==> src/rtl/i2c_pkg.sv <==
`default_nettype none
// ============================================================================
//  Module      : i2c_pkg
//  Description : Shared definitions for the I2C slave controller: controller
//                state encoding plus the ACK/NACK and R/W bit values as they
//                appear on the bus.
//  Revision    : 1.0 - initial release
// ============================================================================
package i2c_pkg;

  typedef enum logic [2:0] {
    ST_IDLE      = 3'd0,
    ST_ADDR      = 3'd1,
    ST_ADDR_ACK  = 3'd2,
    ST_RX_BYTE   = 3'd3,
    ST_RX_ACK    = 3'd4,
    ST_TX_BYTE   = 3'd5,
    ST_TX_ACK    = 3'd6,
    ST_WAIT_STOP = 3'd7
  } i2c_state_e;

  // Level of SDA during the acknowledge bit
  localparam logic c_ack      = 1'b0;
  localparam logic c_nack     = 1'b1;

  // Least significant bit of the address byte
  localparam logic c_rw_write = 1'b0;
  localparam logic c_rw_read  = 1'b1;

endpackage : i2c_pkg
`default_nettype wire

==> src/rtl/i2c_bus_monitor.sv <==
`default_nettype none
// ============================================================================
//  Module      : i2c_bus_monitor
//  Description : Brings the raw SCL/SDA lines into the clock domain with a
//                two-flop synchronizer and decodes bus events as registered
//                one-cycle pulses (three clocks after the pin edge).
//  Revision    : 1.0 - initial release
//
//  Ports
//    clock     in   system clock
//    reset     in   asynchronous active-high reset
//    scl, sda  in   raw bus lines
//    start     out  SDA fell while SCL high
//    stop      out  SDA rose while SCL high
//    scl_rise  out  SCL rising edge
//    scl_fall  out  SCL falling edge
//    sda_level out  synchronized SDA, aligned with the event pulses
// ============================================================================
module i2c_bus_monitor (
  input  logic clock,
  input  logic reset,
  input  logic scl,
  input  logic sda,
  output logic start,
  output logic stop,
  output logic scl_rise,
  output logic scl_fall,
  output logic sda_level
);

  logic [1:0] r_scl_sync;
  logic [1:0] r_sda_sync;
  logic       r_scl_prev;
  logic       r_sda_prev;
  logic       w_scl;
  logic       w_sda;

  assign w_scl     = r_scl_sync[1];
  assign w_sda     = r_sda_sync[1];
  assign sda_level = r_sda_prev;

  // Flops reset to 1 so that coming out of reset looks like an idle bus.
  // Start/stop also require SCL to have been high on the previous sample,
  // so SCL and SDA falling together (e.g. just after reset) is not a start.
  always_ff @(posedge clock or posedge reset) begin
    if (reset) begin
      r_scl_sync <= 2'b11;
      r_sda_sync <= 2'b11;
      r_scl_prev <= 1'b1;
      r_sda_prev <= 1'b1;
      start      <= 1'b0;
      stop       <= 1'b0;
      scl_rise   <= 1'b0;
      scl_fall   <= 1'b0;
    end else begin
      r_scl_sync <= {r_scl_sync[0], scl};
      r_sda_sync <= {r_sda_sync[0], sda};
      r_scl_prev <= w_scl;
      r_sda_prev <= w_sda;
      start      <=  r_sda_prev & ~w_sda & w_scl & r_scl_prev;
      stop       <= ~r_sda_prev &  w_sda & w_scl & r_scl_prev;
      scl_rise   <= ~r_scl_prev &  w_scl;
      scl_fall   <=  r_scl_prev & ~w_scl;
    end
  end

endmodule : i2c_bus_monitor
`default_nettype wire

==> src/rtl/i2c_slave_controller.sv <==
`default_nettype none
// ============================================================================
//  Module      : i2c_slave_controller
//  Description : I2C slave protocol controller. Bit-level shifting is done by
//                external byte reader/writer engines; this block sequences
//                address match, acknowledge slots, byte hand-off and bus
//                events (start, repeated start, stop).
//  Revision    : 1.0 - initial release
//
//  Ports
//    clock, reset            system clock, asynchronous active-high reset
//    scl, sda                raw bus lines
//    sda_oe                  1 = pull SDA low (slave ACK)
//    rd_go                   byte-reader request, held until finish/error
//    rd_load, rd_data        reader bit strobe and bit value, MSB first
//    rd_finish, rd_error     reader completion / abort pulses
//    wr_go, wr_byte          byte-writer request and byte to shift out
//    wr_finish, wr_error     writer completion / abort pulses
//    rx_data, rx_valid       received data byte and its strobe
//    tx_data, tx_req         byte to transmit, sampled while tx_req = 1
//    busy                    addressed and active
//    error                   one-cycle error pulse
// ============================================================================
module i2c_slave_controller
  import i2c_pkg::*;
#(
  parameter logic [6:0] SLAVE_ADDR = 7'h50
) (
  input  logic       clock,
  input  logic       reset,
  input  logic       scl,
  input  logic       sda,
  output logic       sda_oe,
  output logic       rd_go,
  input  logic       rd_load,
  input  logic       rd_data,
  input  logic       rd_finish,
  input  logic       rd_error,
  output logic       wr_go,
  output logic [7:0] wr_byte,
  input  logic       wr_finish,
  input  logic       wr_error,
  output logic [7:0] rx_data,
  output logic       rx_valid,
  input  logic [7:0] tx_data,
  output logic       tx_req,
  output logic       busy,
  output logic       error
);

  logic       w_start;
  logic       w_stop;
  logic       w_scl_rise;
  logic       w_scl_fall;
  logic       w_sda_level;

  i2c_state_e r_state;
  logic [7:0] r_shift;
  logic       r_rw;
  logic       r_ack_on;   // ACK currently driven in an ACK slot

  i2c_bus_monitor u_bus_monitor (
    .clock     (clock),
    .reset     (reset),
    .scl       (scl),
    .sda       (sda),
    .start     (w_start),
    .stop      (w_stop),
    .scl_rise  (w_scl_rise),
    .scl_fall  (w_scl_fall),
    .sda_level (w_sda_level)
  );

  always_ff @(posedge clock or posedge reset) begin
    if (reset) begin
      r_state  <= ST_IDLE;
      r_shift  <= 8'h00;
      r_rw     <= 1'b0;
      r_ack_on <= 1'b0;
      sda_oe   <= 1'b0;
      rd_go    <= 1'b0;
      wr_go    <= 1'b0;
      wr_byte  <= 8'h00;
      rx_data  <= 8'h00;
      rx_valid <= 1'b0;
      tx_req   <= 1'b0;
      busy     <= 1'b0;
      error    <= 1'b0;
    end else begin
      rx_valid <= 1'b0;
      tx_req   <= 1'b0;
      error    <= 1'b0;

      // Bus events take priority over anything the engines report
      if (w_stop) begin
        r_state  <= ST_IDLE;
        rd_go    <= 1'b0;
        wr_go    <= 1'b0;
        sda_oe   <= 1'b0;
        r_ack_on <= 1'b0;
        busy     <= 1'b0;
      end else if (w_start && (r_state != ST_IDLE)) begin
        r_state  <= ST_ADDR;
        rd_go    <= 1'b0;
        wr_go    <= 1'b0;
        sda_oe   <= 1'b0;
        r_ack_on <= 1'b0;
        r_shift  <= 8'h00;
      end else begin
        case (r_state)
          ST_IDLE: begin
            if (w_start) begin
              r_state <= ST_ADDR;
              r_shift <= 8'h00;
            end
          end

          // rd_go is raised one cycle after entry, so engine strobes are
          // only honoured while the request is actually outstanding.
          ST_ADDR, ST_RX_BYTE: begin
            if (rd_go && rd_error) begin
              rd_go   <= 1'b0;
              error   <= 1'b1;
              busy    <= 1'b0;
              r_state <= ST_WAIT_STOP;
            end else if (rd_go && rd_finish) begin
              rd_go <= 1'b0;
              if (r_state == ST_RX_BYTE) begin
                rx_data  <= r_shift;
                rx_valid <= 1'b1;
                r_ack_on <= 1'b0;
                r_state  <= ST_RX_ACK;
              end else if (r_shift[7:1] == SLAVE_ADDR) begin
                busy     <= 1'b1;
                r_rw     <= r_shift[0];
                r_ack_on <= 1'b0;
                r_state  <= ST_ADDR_ACK;
              end else begin
                busy    <= 1'b0;
                r_state <= ST_WAIT_STOP;
              end
            end else begin
              rd_go <= 1'b1;
              if (rd_go && rd_load) begin
                r_shift <= {r_shift[6:0], rd_data};
              end
            end
          end

          // ACK is driven from the first SCL fall to the next one; the
          // release edge is also where the next byte phase begins.
          ST_ADDR_ACK, ST_RX_ACK: begin
            if (w_scl_fall) begin
              if (!r_ack_on) begin
                sda_oe   <= 1'b1;
                r_ack_on <= 1'b1;
              end else begin
                sda_oe   <= 1'b0;
                r_ack_on <= 1'b0;
                if ((r_state == ST_ADDR_ACK) && (r_rw == c_rw_read)) begin
                  tx_req  <= 1'b1;
                  r_state <= ST_TX_BYTE;
                end else begin
                  r_shift <= 8'h00;
                  r_state <= ST_RX_BYTE;
                end
              end
            end
          end

          // tx_req is high in the first cycle here: capture the byte then
          // and only afterwards start the writer, so wr_byte is stable.
          ST_TX_BYTE: begin
            if (tx_req) begin
              wr_byte <= tx_data;
              wr_go   <= 1'b1;
            end else if (wr_go && wr_error) begin
              wr_go   <= 1'b0;
              error   <= 1'b1;
              busy    <= 1'b0;
              r_state <= ST_WAIT_STOP;
            end else if (wr_go && wr_finish) begin
              wr_go   <= 1'b0;
              r_state <= ST_TX_ACK;
            end
          end

          ST_TX_ACK: begin
            if (w_scl_rise) begin
              if (w_sda_level == c_ack) begin
                tx_req  <= 1'b1;
                r_state <= ST_TX_BYTE;
              end else begin
                r_state <= ST_WAIT_STOP;
              end
            end
          end

          ST_WAIT_STOP: begin
            r_state <= ST_WAIT_STOP;
          end

          default: begin
            r_state <= ST_IDLE;
          end
        endcase
      end
    end
  end

endmodule : i2c_slave_controller
`default_nettype wire

==> config.mk <==
export PLATFORM = sky130hd
export DESIGN_NAME = i2c_slave_controller
export DESIGN_NICKNAME = d
export VERILOG_FILES = /design/src/rtl/i2c_pkg.sv /design/src/rtl/i2c_bus_monitor.sv /design/src/rtl/i2c_slave_controller.sv
export SDC_FILE = /design/constraint.sdc
export NUM_CORES = 1
export LEC_CHECK = 0
export CAP_MARGIN = 10
export CORE_UTILIZATION = 48
export CTS_BUF_LIST = sky130_fd_sc_hd__clkbuf_4 sky130_fd_sc_hd__clkbuf_8
export DETAILED_ROUTE_END_ITERATION = 12
export PLACE_DENSITY = 0.82
export RECOVER_POWER = 50
export SYNTH_ARGS = -nofsm -noshare
export SYNTH_HDL_FRONTEND = slang
export SYNTH_SLANG_ARGS = --single-unit
==> constraint.sdc <==
create_clock -name clock -period 1.66 [get_ports clock]
set_input_delay 0.249 -clock clock [delete_from_list [all_inputs] [get_ports clock]]
set_output_delay 0.249 -clock clock [all_outputs]
set_load 0.03 [all_outputs]
After elaboration in Yosys (flattened, before gate mapping):

Index checks and enable logic that the tools add are counted.

* word-level logic and storage cells: 172
* output and inout port bits: 23
* register bits after elaboration: 46

* equal/unequal tests: 30
* mux-type cells: 77
* bitwise gates (word level): 16
* reductions and logical operators: 28

Operators with widths (count)
* $mux 8: 8
* $mux 1: 48
* $mux 3: 14
* $ne 4x3->1 const B: 6
* $pmux 8 s3: 1
* $pmux 3 s6: 1
* $reduce_bool 3->1: 6
* $ne 3x3->1 const B: 5
* $ne 5x4->1 const B: 3
* $reduce_and 7->1: 2
* $eq 3x3->1 const B: 4
* $ne 3x2->1 const B: 4
* $ne 4x2->1 const B: 3
* $reduce_and 6->1: 2
* $reduce_and 9->1: 1
* $and 1x1->1: 8
* $not 1->1: 8
* $pmux 1 s2: 4
* $reduce_bool 4->1: 2
* $eq 7x7->1 const B: 1
* $logic_and 1x1->1: 7
* $eq 3x2->1 const B: 2
* $reduce_and 5->1: 1
* $reduce_bool 5->1: 1
* 7 further kinds: 9

Logic depth before layout (Yosys ltp):

* depth in word-level cells: 8
* depth in mapped cells: 6
* gate-level depth less buffers: 5

Modules after synthesis:

From an unflattened synthesis, not the netlist that was laid out.

* cell total of the unflattened synthesis: 186
* area total of the unflattened synthesis: 2129.5 µm²

Modules (own cells, without submodules)
* i2c_slave_controller: instances 1, cells an instance 171, area each 1835.5 µm²
* i2c_bus_monitor: instances 1, cells an instance 15, area each 294.0 µm²

Worst setup path after synthesis:

OpenSTA, ideal clock, no wires.

* path type: register -> register
* from: reg wr_go
* to: reg r_state[0]
* buffers on the path: 0
* stages on the path, launching flop included: 6
* period minus slack after synthesis: 1776 ps
* data arrival time: 1651 ps
* slack: -116 ps
* cells stage by stage: dfrtp_1 inv_1 o311ai_0 o21ai_0 a311oi_2 mux2_2

* cells in the longest elaborated chain, start to end: 6
* elaborated cells between the ends (all ways): 9
* those cells by class: eq/ne: 1; mux: 5; reduce/logical: 3

RTL lines
* from (decl): RTL line i2c_slave_controller.sv:39 `output logic wr_go,`
* from (signal assigned): RTL line i2c_slave_controller.sv:82 `wr_go <= 1'b0;`
* from (signal assigned): RTL line i2c_slave_controller.sv:98 `wr_go <= 1'b0;`
* from (signal assigned): RTL line i2c_slave_controller.sv:105 `wr_go <= 1'b0;`
* $logic_and 1x1->1: RTL line i2c_slave_controller.sv:177 `end else if (wr_go && wr_error) begin`
* $mux 3: RTL line i2c_slave_controller.sv:177
* $mux 3: RTL line i2c_slave_controller.sv:174 `if (tx_req) begin`
* $pmux 3 s6: RTL line i2c_slave_controller.sv:110 `case (r_state)`
* $mux 3: RTL line i2c_slave_controller.sv:102 `end else if (w_start && (r_state != ST_IDLE)) begin`
* $mux 3: RTL line i2c_slave_controller.sv:95 `if (w_stop) begin`
* to (signal assigned): RTL line i2c_slave_controller.sv:96 `r_state <= ST_IDLE;`
* to (signal assigned): RTL line i2c_slave_controller.sv:103 `r_state <= ST_ADDR;`
* to (signal assigned): RTL line i2c_slave_controller.sv:113 `r_state <= ST_ADDR;`
* to (decl): RTL line i2c_slave_controller.sv:57 `i2c_state_e r_state;`

Parallel ways exist; a longest one is shown, timed or not. The select of a mux whose other input is x is not followed.
A chain may end at the register's enable or synchronous reset.

Worst setup path after layout:

* from: reg r_state[0]
* to: reg r_state[0]

* cells in the longest elaborated chain, start to end: 7
* elaborated cells between the ends (all ways): 26
* those cells by class: eq/ne: 14; mux: 6; reduce/logical: 6

RTL lines
* from (signal assigned): RTL line i2c_slave_controller.sv:76 `r_state <= ST_IDLE;`
* from (signal assigned): RTL line i2c_slave_controller.sv:96
* from (signal assigned): RTL line i2c_slave_controller.sv:103
* $eq 3x2->1: RTL line i2c_slave_controller.sv:110, i2c_slave_controller.sv:128
* $mux 3: RTL line i2c_slave_controller.sv:128 `if (r_state == ST_RX_BYTE) begin`
* $mux 3: RTL line i2c_slave_controller.sv:126 `end else if (rd_go && rd_finish) begin`
* $mux 3: RTL line i2c_slave_controller.sv:121 `if (rd_go && rd_error) begin`
* $pmux 3 s6: RTL line i2c_slave_controller.sv:110
* $mux 3: RTL line i2c_slave_controller.sv:102
* $mux 3: RTL line i2c_slave_controller.sv:95

Parallel ways exist; a longest one is shown, timed or not. The select of a mux whose other input is x is not followed.

==> impl_metrics.ini <==
[status]
outcome = finished, violations left
violations = setup timing

[floorplanning]
initial_core_util_pct = 51.3
dieArea_sq_um = 4670
core_area_sq_um = 4120
ioPinCount = 41
row_count = 23
die_y_um = 68.3
fp.dieW_um = 68.3

[global_route]
antenna_found_initial = 0
grt_usage_pct = 24.3
grt_start_max_net_pins = 27
grt_pass1_wl_um = 8260
grt_pass1_vias = 1759
grt_remaining_overflow = 0

[cts]
cts_buffers = 5
cts-htree-levels = 2
insertion_delay_ns = 0.31
clock_path_buffers = 2
clkSlewWorstSetupHoldPaths_ns = 0.08
cts_sinks = 46
cts_hold_buffers = 0
cts_tree = yes
cts_root_buf = clkbuf_8

[power]
power.share.combinational_pct = 53.5
total_power_w = 0.00495
pwr-share-seq_pct = 31.3
power_density_nw_per_um2 = 1570
ir_drop_mv = 0.896
p_int_w = 0.00301
p_leak_nw = 1.44
switching_share_pct = 39.2
clock_power_share_pct = 15.1
switchingPower_w = 0.00194

[flow_run]
max_cap_violations = 0

[place]
gp_congestion = 0.905
port-buffer-count = 40
place_ws_ns = -0.270
dp_hpwl_um = 3530

[worst_setup_path]
crit_chain = o31a_1 > buf_4 > nor4_2 > buf_4 > a311oi_2 > mux2_2
critical_path.max_stage_delay_ns = 0.43
end_kind = flip-flop
worst-path-buf-inv = 2
r2r_setup_slack_ns = -0.10
critical_path.startpoint = r_state[0]$_DFFE_PP0P_
cp.required_ns = 1.85
critPathArrivalTime_ns = 1.96
r2r-end = r_state[0]$_DFFE_PP0P_
reg2reg_depth = 6
critPathSlowestCell = dfrtp_1
cpMostUsedCell = buf_4
crit_fanout = 4
cp_num_cells = 6
crit_end = r_state[0]$_DFFE_PP0P_
cp-start-kind = flip-flop
r2r_start = r_state[0]$_DFFE_PP0P_
criticalPathCategory = reg -> reg
crit_family = flip-flops

[timing]
setup_viol = 27
worst_pin_slew_ns = 1.08
drv_slew = 0
fmax_mhz = 567
final.setup_skew_ns = 0.00700
rsz0062_at_grt = yes
hold_viol = 0
relSlewSlack_pct = 28.2
fin_crit_ns = 1.76
post-route-period-util_pct = 106
fin_ws_ns = -0.104

[route]
drt_iter0_markers = 119
via_per_inst = 5.59
wl_per_cell_um = 16.7
drc = 0
dr_total_vias = 1850
first_pass_iters = 4
totalWireLength_um = 5540
drtAntennaViolNets = 0

[cells_and_area]
drive_above_1_share_pct = 39.5
num_antenna_cells = 0
fillers = 274
syn2layout_area_growth_pct = 49.3
nets = 298

[yosys]
synth_edf_count = 0
synthDistinctLibCells = 42
synth_nets = 204
async_flop_share_pct = 100
ys_warn_count = 0
yosysTopAreaCellShare_pct = 47.4
syn-mean-instance-area_sq_um = 11.4
synth_area_sq_um = 2110
yosys-top-cells-area = dfrtp_1 (47%), mux2_2 (10%), dfstp_2 (7.5%)
yosys_register_bits = 46
ys_seq_area_share_pct = 54.9
synth_ff_type = dfrtp_1
synth_area_leader_cell = dfrtp_1
synth_cells = 186

[min_path]
hp-class = reg -> reg
## synthesized netlist by cell type (all sizes together) (2+ instances only)
cell type and count:
buf 4, a211oi 2, dfstp 6, a21oi 10, nand2b 3, nor2b 5
a311oi 2, nor3 10, nor2 13, mux2i 8, o21ai 6, dfrtp 40
inv 12, nand3 6, nand2 16, mux2 20, nor3b 4, o311ai 2
## cells in the final DEF, fill, tap and decap left out, types with 2 or more instances in the layout
cell type	netlist	layout
nor2_4	2	3
nor2b_1	5	5
dfrtp_1	40	37
nand3_1	6	4
o21ai_1	0	3
clkdlybuf4s50_1	0	35
a21oi_2	0	3
clkbuf_8	0	6
nor2_1	10	10
nand3_2	0	2
dlygate4sd2_1	0	2
dlygate4sd3_1	0	3
nor3b_1	4	4
o21ai_0	6	3
nand2b_1	2	2
nand2_1	16	16
nor3_1	10	7
dfrtp_2	0	3
a211oi_1	2	2
a311oi_2	1	2
dfstp_2	6	6
inv_1	12	10
buf_6	0	3
nor3_2	0	3
buf_4	1	46
mux2_2	19	18
mux2i_1	8	8
mux2_4	1	2
a21oi_1	10	7
## power groups by stage
stage | Sequential [W] | Combinational (W) | Clock (W)
final | 0.00155 | 0.00265 | 0.000748
after global routing | 0.00157 | 0.00280 | 0.000820
after CTS | 0.00153 | 0.00243 | 0.000754
after detailed placement | 0.00154 | 0.00223 | 0
after global placement | 0.00153 | 0.00219 | 0
after floorplan | 0.00181 | 0.00102 | 0
## metal layers
metal	track usage (%)	vias up	part of all wire, %
met4	7.29	0	2.4
li1	-	845	-
met1	31.0	902	42
met5	0	-	0
met2	40.2	87	50
met3	6.17	16	6.2
## worst min path at each step
| stage | startpoint | endpoint | slack, ns | cells past startpoint |
|---|---|---|---|---|
| final | u_bus_monitor.r_scl_sync[0]$_DFF_PP1_ | u_bus_monitor.r_scl_sync[1]$_DFF_PP1_ | 0.36 | 0 |
| after global routing | u_bus_monitor.r_scl_sync[0]$_DFF_PP1_ | u_bus_monitor.r_scl_sync[1]$_DFF_PP1_ | 0.36 | 0 |
| after CTS | reset | wr_byte[7]$_DFFE_PP0P_ | 0.28 | 3 |
| after detailed placement | u_bus_monitor.r_scl_sync[0]$_DFF_PP1_ | u_bus_monitor.r_scl_sync[1]$_DFF_PP1_ | 0.35 | 0 |
| after global placement | u_bus_monitor.r_sda_sync[0]$_DFF_PP1_ | u_bus_monitor.r_sda_sync[1]$_DFF_PP1_ | 0.35 | 0 |
| after floorplan | scl | u_bus_monitor.r_scl_sync[0]$_DFF_PP1_ | 0.25 | 0 |
## cells by family (layout without fill, tap and decap cells)
group,Yosys count,count (layout),synth area share (%)
AO/OA/AOI/OAI,31,31,10.8
AND/OR/NAND/NOR,63,63,15.9
XOR/XNOR,1,1,0.415
buffers and inverters,17,112,3.38
flip-flops,46,46,54.9
multiplexers,28,28,14.6
## final cells by class
type	instances	area [sq um]	share of cell area (%)
tap	50	62.6	1.98
clock buffer	7	90.1	2.86
multi-input combinational	123	980	31.1
clock inverter	1	8.76	0.278
inverter	12	45.0	1.43
sequential	46	1160	36.9
timing repair buffer	92	806	25.5
## flip-flops by register name, summed over array words and instances (netlist names), 2 cells and up
register / count
r_state: 3
wr_byte: 8
r_shift: 8
u_bus_monitor.r_sda_sync: 2
u_bus_monitor.r_scl_sync: 2
rx_data: 8
## what timing repair did
| action | in CTS | in global routing |
|---|---|---|
| endpoints found under the setup margin | 30 | 30 |
| pin swaps | 3 | 6 |
| buffers inserted | 7 | 3 |
| hold endpoints to repair | 0 | 0 |
| gates resized for setup | 16 | 12 |
## metrics by stage
step	utilization (%)	cell area, sq um	hold slack [ns]	TNS [ns]	cells
floorplan	-	2120	0.253	-0.313	186
global placement	69.8	2870	0.346	-3.38	313
detailed placement	69.8	2870	0.350	-3.73	313
CTS	74.9	3080	0.283	-0.683	328
global route	76.6	3150	0.364	-2.49	331
finish	76.6	3150	0.360	-1.20	331
Power figures use the tool's default switching activity.
